$ cat config.mk
export PLATFORM = sky130hd
export DESIGN_NAME = control_unit
export DESIGN_NICKNAME = d
export VERILOG_FILES = /design/src/rtl/cpu_defs_pkg.sv /design/src/rtl/control_unit.sv
export SDC_FILE = /design/constraint.sdc
export NUM_CORES = 1
export LEC_CHECK = 0
export CELL_PAD_IN_SITES_DETAIL_PLACEMENT = 1
export CELL_PAD_IN_SITES_GLOBAL_PLACEMENT = 2
export CORE_MARGIN = 5
export CORE_UTILIZATION = 25
export DETAILED_ROUTE_END_ITERATION = 12
export PLACE_DENSITY_LB_ADDON = 0.1
export SLEW_MARGIN = 20
export SYNTH_ARGS = -nofsm -noshare
export SYNTH_HDL_FRONTEND = slang
export SYNTH_SLANG_ARGS = --single-unit
$ cat constraint.sdc
create_clock -name clock -period 5.08 [get_ports clock]
set_input_delay 1.016 -clock clock [delete_from_list [all_inputs] [get_ports clock]]
set_output_delay 1.016 -clock clock [all_outputs]
set_load 0.1 [all_outputs]
$ cat src/rtl/cpu_defs_pkg.sv
// Shared definitions for the 8-bit accumulator CPU: opcodes, sequencer states,
// accumulator-source and memory-address-source encodings.
package cpu_defs_pkg;

    localparam int unsigned OP_W = 4;

    localparam logic [OP_W-1:0] OP_NOP  = 4'h0;
    localparam logic [OP_W-1:0] OP_LDI  = 4'h1;
    localparam logic [OP_W-1:0] OP_LDA  = 4'h2;
    localparam logic [OP_W-1:0] OP_STA  = 4'h3;
    localparam logic [OP_W-1:0] OP_ADD  = 4'h4;
    localparam logic [OP_W-1:0] OP_SUB  = 4'h5;
    localparam logic [OP_W-1:0] OP_AND  = 4'h6;
    localparam logic [OP_W-1:0] OP_OR   = 4'h7;
    localparam logic [OP_W-1:0] OP_XOR  = 4'h8;
    localparam logic [OP_W-1:0] OP_NOT  = 4'h9;
    localparam logic [OP_W-1:0] OP_JMP  = 4'hA;
    localparam logic [OP_W-1:0] OP_JZ   = 4'hB;
    localparam logic [OP_W-1:0] OP_JC   = 4'hC;
    localparam logic [OP_W-1:0] OP_RSV0 = 4'hD;
    localparam logic [OP_W-1:0] OP_RSV1 = 4'hE;
    localparam logic [OP_W-1:0] OP_HLT  = 4'hF;

    typedef enum logic [1:0] {
        ST_FETCH  = 2'd0,
        ST_DECODE = 2'd1,
        ST_EXEC   = 2'd2,
        ST_HALT   = 2'd3
    } state_t;

    localparam logic [1:0] ASRC_ALU = 2'b00;
    localparam logic [1:0] ASRC_IMM = 2'b01;
    localparam logic [1:0] ASRC_MEM = 2'b10;

    localparam logic ADDR_PC   = 1'b0;
    localparam logic ADDR_DATA = 1'b1;

    // ADD..NOT all write the accumulator from the ALU and update flags.
    function automatic logic is_alu_op(input logic [OP_W-1:0] op);
        return (op >= OP_ADD) && (op <= OP_NOT);
    endfunction

endpackage

$ cat src/rtl/control_unit.sv
// Multi-cycle fetch/decode/execute sequencer; the only source of datapath
// load/enable strobes. Strobes are combinational, state and count registered.
module control_unit
    import cpu_defs_pkg::*;
#(
    parameter int unsigned CNT_W = 16
) (
    input  logic             clock,
    input  logic             reset,
    input  logic [3:0]       opcode,
    input  logic [3:0]       data_out,
    input  logic             zero_flag,
    input  logic             carry_flag,
    input  logic             mem_ready,
    output logic             mem_rd,
    output logic             mem_wr,
    output logic             addr_sel,
    output logic             LoadIR,
    output logic             inc_pc,
    output logic             load_pc,
    output logic             load_a,
    output logic [1:0]       a_src,
    output logic [3:0]       alu_op,
    output logic             load_flags,
    output logic             halted,
    output logic [CNT_W-1:0] instr_count
);

    state_t state;
    state_t state_next;
    logic   exec_done;

    // The operand field feeds the PC/memory datapath directly, not sequencing.
    logic unused_data_out;
    assign unused_data_out = ^data_out;

    always_ff @(posedge clock) begin
        if (reset) state <= ST_FETCH;
        else       state <= state_next;
    end

    always_comb begin
        state_next = state;
        unique case (state)
            ST_FETCH:  if (mem_ready) state_next = ST_DECODE;
            ST_DECODE: state_next = ST_EXEC;
            ST_EXEC: begin
                case (opcode)
                    OP_LDA, OP_STA: if (mem_ready) state_next = ST_FETCH;
                    OP_HLT:         state_next = ST_HALT;
                    default:        state_next = ST_FETCH;
                endcase
            end
            ST_HALT:   state_next = ST_HALT;
            default:   state_next = ST_FETCH;
        endcase
    end

    assign exec_done = (state == ST_EXEC) && (state_next != ST_EXEC);

    // Retired-instruction counter; wraps naturally at 2^CNT_W.
    always_ff @(posedge clock) begin
        if (reset)          instr_count <= '0;
        else if (exec_done) instr_count <= instr_count + CNT_W'(1);
    end

    always_comb begin
        mem_rd     = 1'b0;
        mem_wr     = 1'b0;
        addr_sel   = ADDR_PC;
        LoadIR     = 1'b0;
        inc_pc     = 1'b0;
        load_pc    = 1'b0;
        load_a     = 1'b0;
        a_src      = ASRC_ALU;
        alu_op     = 4'h0;
        load_flags = 1'b0;
        halted     = (state == ST_HALT);
        if (!reset) begin
            unique case (state)
                ST_FETCH: begin
                    mem_rd = 1'b1;
                    LoadIR = mem_ready;
                    inc_pc = mem_ready;
                end
                ST_EXEC: begin
                    alu_op = opcode;
                    case (opcode)
                        OP_LDI: begin
                            load_a = 1'b1;
                            a_src  = ASRC_IMM;
                        end
                        OP_LDA: begin
                            mem_rd   = 1'b1;
                            addr_sel = ADDR_DATA;
                            load_a   = mem_ready;
                            a_src    = mem_ready ? ASRC_MEM : ASRC_ALU;
                        end
                        OP_STA: begin
                            mem_wr   = 1'b1;
                            addr_sel = ADDR_DATA;
                        end
                        OP_JMP:  load_pc = 1'b1;
                        OP_JZ:   load_pc = zero_flag;
                        OP_JC:   load_pc = carry_flag;
                        default: begin
                            if (is_alu_op(opcode)) begin
                                load_a     = 1'b1;
                                a_src      = ASRC_ALU;
                                load_flags = 1'b1;
                            end
                        end
                    endcase
                end
                default: ;
            endcase
        end
    end

endmodule

# Yosys cells after proc, flatten, opt, wreduce, memory -nomap -nowiden

Index checks and enable logic that the tools add are counted.

Bits in registers: 18
Input port bits: 13
Output and inout port bits: 31
Word-level logic and storage cells: 53

$add $sub $neg: 1
$lt $le $gt $ge: 2
Equality and inequality tests: 11
Mux-type cells: 31
Reductions and logical operators: 6

Operators by type and width:

| cell                    | number |
|---|---|
| $mux W1                 | 18 |
| $add A16 B1 Y16 const B | 1 |
| $eq A4 B4 Y1 const B    | 4 |
| $mux W2                 | 5 |
| $eq A4 B2 Y1 const B    | 2 |
| $mux W4                 | 2 |
| $pmux W2 S2             | 2 |
| $pmux W2 S4             | 1 |
| $pmux W1 S3             | 2 |
| $reduce_or A6 Y1        | 1 |
| $eq A2 B2 Y1 const B    | 2 |
| $eq A4 B1 Y1 const B    | 1 |
| $ge A4 B3 Y1 const B    | 1 |
| $le A4 B4 Y1 const B    | 1 |
| $reduce_or A4 Y1        | 1 |
| $eq A2 B1 Y1 const B    | 1 |
| $logic_and A1 B1 Y1     | 2 |
| $logic_not A2 Y1        | 1 |
| $ne A2 B2 Y1 const B    | 1 |
| $pmux W1 S2             | 1 |
| $reduce_or A2 Y1        | 1 |

# Longest topological paths before layout

Word-level depth: 6
Depth in mapped cells: 6
Mapped depth without buffers: 5

# Least setup slack after synthesis

Ideal clock, no wire load.

Path kind: input to output
From: input port reset
To: output port inc_pc
Data arrival time: 4.913 ns
Required time: 4.064 ns
Slack: -0.849 ns
Stages: 2
Path buffers: 1
Cells stage by stage: nor4b_1 -> buf_4

Longest elaborated chain between the ends: 1

RTL lines:

| element            | line               | source |
|---|---|---|
| start: declaration | control_unit.sv:9  | `input logic reset,` |
| $mux W1            | control_unit.sv:79 | `if (!reset) begin` |
| end: declaration   | control_unit.sv:19 | `output logic inc_pc,` |

No other way between the ends.

# Worst setup path after layout

From: input port reset
To: output port mem_wr

Longest elaborated chain between the ends: 1

RTL lines:

| element          | line               | source |
|---|---|---|
| $mux W1          | control_unit.sv:79 |  |
| end: declaration | control_unit.sv:16 | `output logic mem_wr,` |

No other way between the ends.

==> reports/qor.yml <==
global_route:
  track_usage_pct: 11.1
  grt_pass1_vias: 1100
  grt_overflow_total: 0
  grt_max_degree: 23
  antenna_found_initial: 0
  grt_pass1_wl_mm: 4.95
final_layout:
  fin_area_mm2: 0.00150
  layout-drive-gt1-share_pct: 15.9
  final_nets: 179
  final_common_cell: "clkdlybuf4s50_1"
  syn2layout_area_growth_pct: 41.5
  antennaDiodeCount: 0
  layout_common_cells: "clkdlybuf4s50_1 (25), dfxtp_1 (18), buf_4 (15), nor2_1 (13), a21oi_1 (10)"
worst_setup_path:
  slowest_stage: "nor3_1"
  reg2reg_slack_ps: 3180
  path_class: "in2out"
  crit_path_cell_trace: "clkdlybuf4s50_1 -> buf_4 -> nor3_1 -> nand2_1 -> nor3_1 -> buf_4"
  cp.required_ps: 4060
  arrival_ps: 2820
  max_stage_delay_ps: 440
  reg2reg_from: "state[0]"
  endpoint_kind: "primary output"
  crit_start: "reset"
  critPathLaunchType: "input pin"
  crit_path_max_fanout: 22
synth:
  syn_nets: 143
  yosysWarnings: 0
  synth_ff_type: "dfxtp_1"
  synth_area_mm2: 0.00106
  synth_edf_count: 0
  synth_cell_types: 34
  netlist_instances: 129
  ys_ff_latch: 18
  async_reset_ff_share_pct: 0
  ys_seq_area_share_pct: 34.1
  avgSynthCellArea_um2: 8.20
route:
  drc: 0
  num_vias: 1050
  drt-pass1-iter-count: 2
  via_per_inst: 4.91
  initialDrtViolationCount: 35
  routed_wl_mm: 3.00
  drtAntennaViolNets: 0
  wl_per_cell_um: 14.0
timing:
  fin_hold_ws_ps: 484
  worstMarginPinSlew_ps: 982
  finalHoldViolations: 0
  fin_setup_tns_ps: 0
  fin_worst_skew_ps: 0.912
  period_share_pct: 75.4
  period_needed_ps: 3830
  fmaxAchievable_ghz: 0.261
  worst_slack_ps: 1250
  rsz0062_at_grt: "false"
  relSlewSlack_pct: 34.4
  setup_viol: 0
  slew_viol_final: 0
clock_tree:
  cts-hold-fix-buffers: 0
  clk_latency_ps: 250
  clkTransAtPathRegs_ps: 70
  numCtsBuffers: 3
  clk_path_buf_depth: 2
  htree_num_levels: 1
  cts_tree: "yes"
  ctsResizeCount: 0
  numClockSinks: 18
  post_cts_buffers: 0
  cts-root-buf: "clkbuf_8"
placement:
  place.gp.congestion: 0.729
  placedInstanceArea_mm2: 0.00144
  dpl_worst_slack_ps: 1250
  dpl.hpwl_mm: 2.27
  portBuffers: 39
power_and_ir_drop:
  vdd_drop_max_v: 0.000144
  power.density_mw_per_mm2: 223
  p_leak_uw: 0.000546
floorplan:
  fp.dieH_um: 75.0
  core_area_mm2: 0.00406
  dieWidth_um: 75.0
  rows: 23
  io_pins: 44
  start_util_pct: 26.1
  dieArea_mm2: 0.00563
min_path:
  hp-start: "instr_count[15]"
  hold_class: "reg2reg"
status:
  status: "finished clean"
run:
  maxCapViolations: 0
[Yosys cell counts (2+ instances only)]
master    count  share of area, %
a21oi_1      10               4.7
and2_1        5               3.0
buf_2         3               1.4
buf_4         2               1.4
buf_6         2               2.1
clkbuf_1      2              0.71
dfxtp_1      18                34
inv_1         6               2.1
mux2i_1       3               2.8
nand2_1       7               2.5
nand3_1       5               2.4
nor2_1       13               4.6
nor2b_1       2               1.2
nor3_1        6               2.8
nor4_1        4               2.4
nor4b_1       4               3.3
o21ai_0       6               2.8
o31ai_1       3               2.1
or3_1         5               3.0
or4_1         3               2.1
xnor2_1       7               5.8
[routing by layer]
layer,part of all wire (%),global-route usage (%)
met1,47,13.3
met2,47,19.8
met3,5.7,2.67
met4,0.63,2.96
met5,0,0
[stage by stage]
step / util, % / instances / total power, uW
floorplan: - / 129 / 203
global placement: 35.5 / 210 / 218
detailed placement: 35.5 / 210 / 219
CTS: 36.9 / 214 / 340
global route: 36.9 / 214 / 349
finish: 36.9 / 214 / 333
[worst max-delay path: cells and delay by family]
family | cells | cell delay [ps]
buffers and inverters | 3 | 950
and+or+nand+nor | 3 | 850
[flip-flops by register name (all words and copies together), names as in the netlist]
register     count
instr_count     16
state            2
[logic make-up after synthesis]
logic type               share of synthesized area, %
XOR/XNOR                                         6.63
flip-flops                                       34.1
AO/OA/AOI/OAI                                    12.8
buffers and inverters                            7.81
multiplexers                                     2.84
AND/OR/NAND/NOR                                  34.7
adder cells (fa/ha/maj)                          1.18
[path summary, 6_finish.rpt]
kind | end | cells after the start
worst min register to register | instr_count[15] | 2
worst min-delay path | instr_count[15] | 2
worst max-delay path | mem_wr | 6
worst max register to register | instr_count[15] | 4
[final cells by class]
type / count / area [um^2]
Tap cell: 50 / 62.6
Inverter: 6 / 22.5
Fill cell: 494 / 2560
Clock buffer: 4 / 55.1
Timing Repair Buffer: 40 / 363
Multi-Input combinational cell: 96 / 633
Sequential cell: 18 / 360
[report_power, final]
group          internal [uW]  switching (uW)
clock                   68.8            49.2
sequential               143            4.16
combinational           19.8            48.1
(Power assumes the default switching activity.)
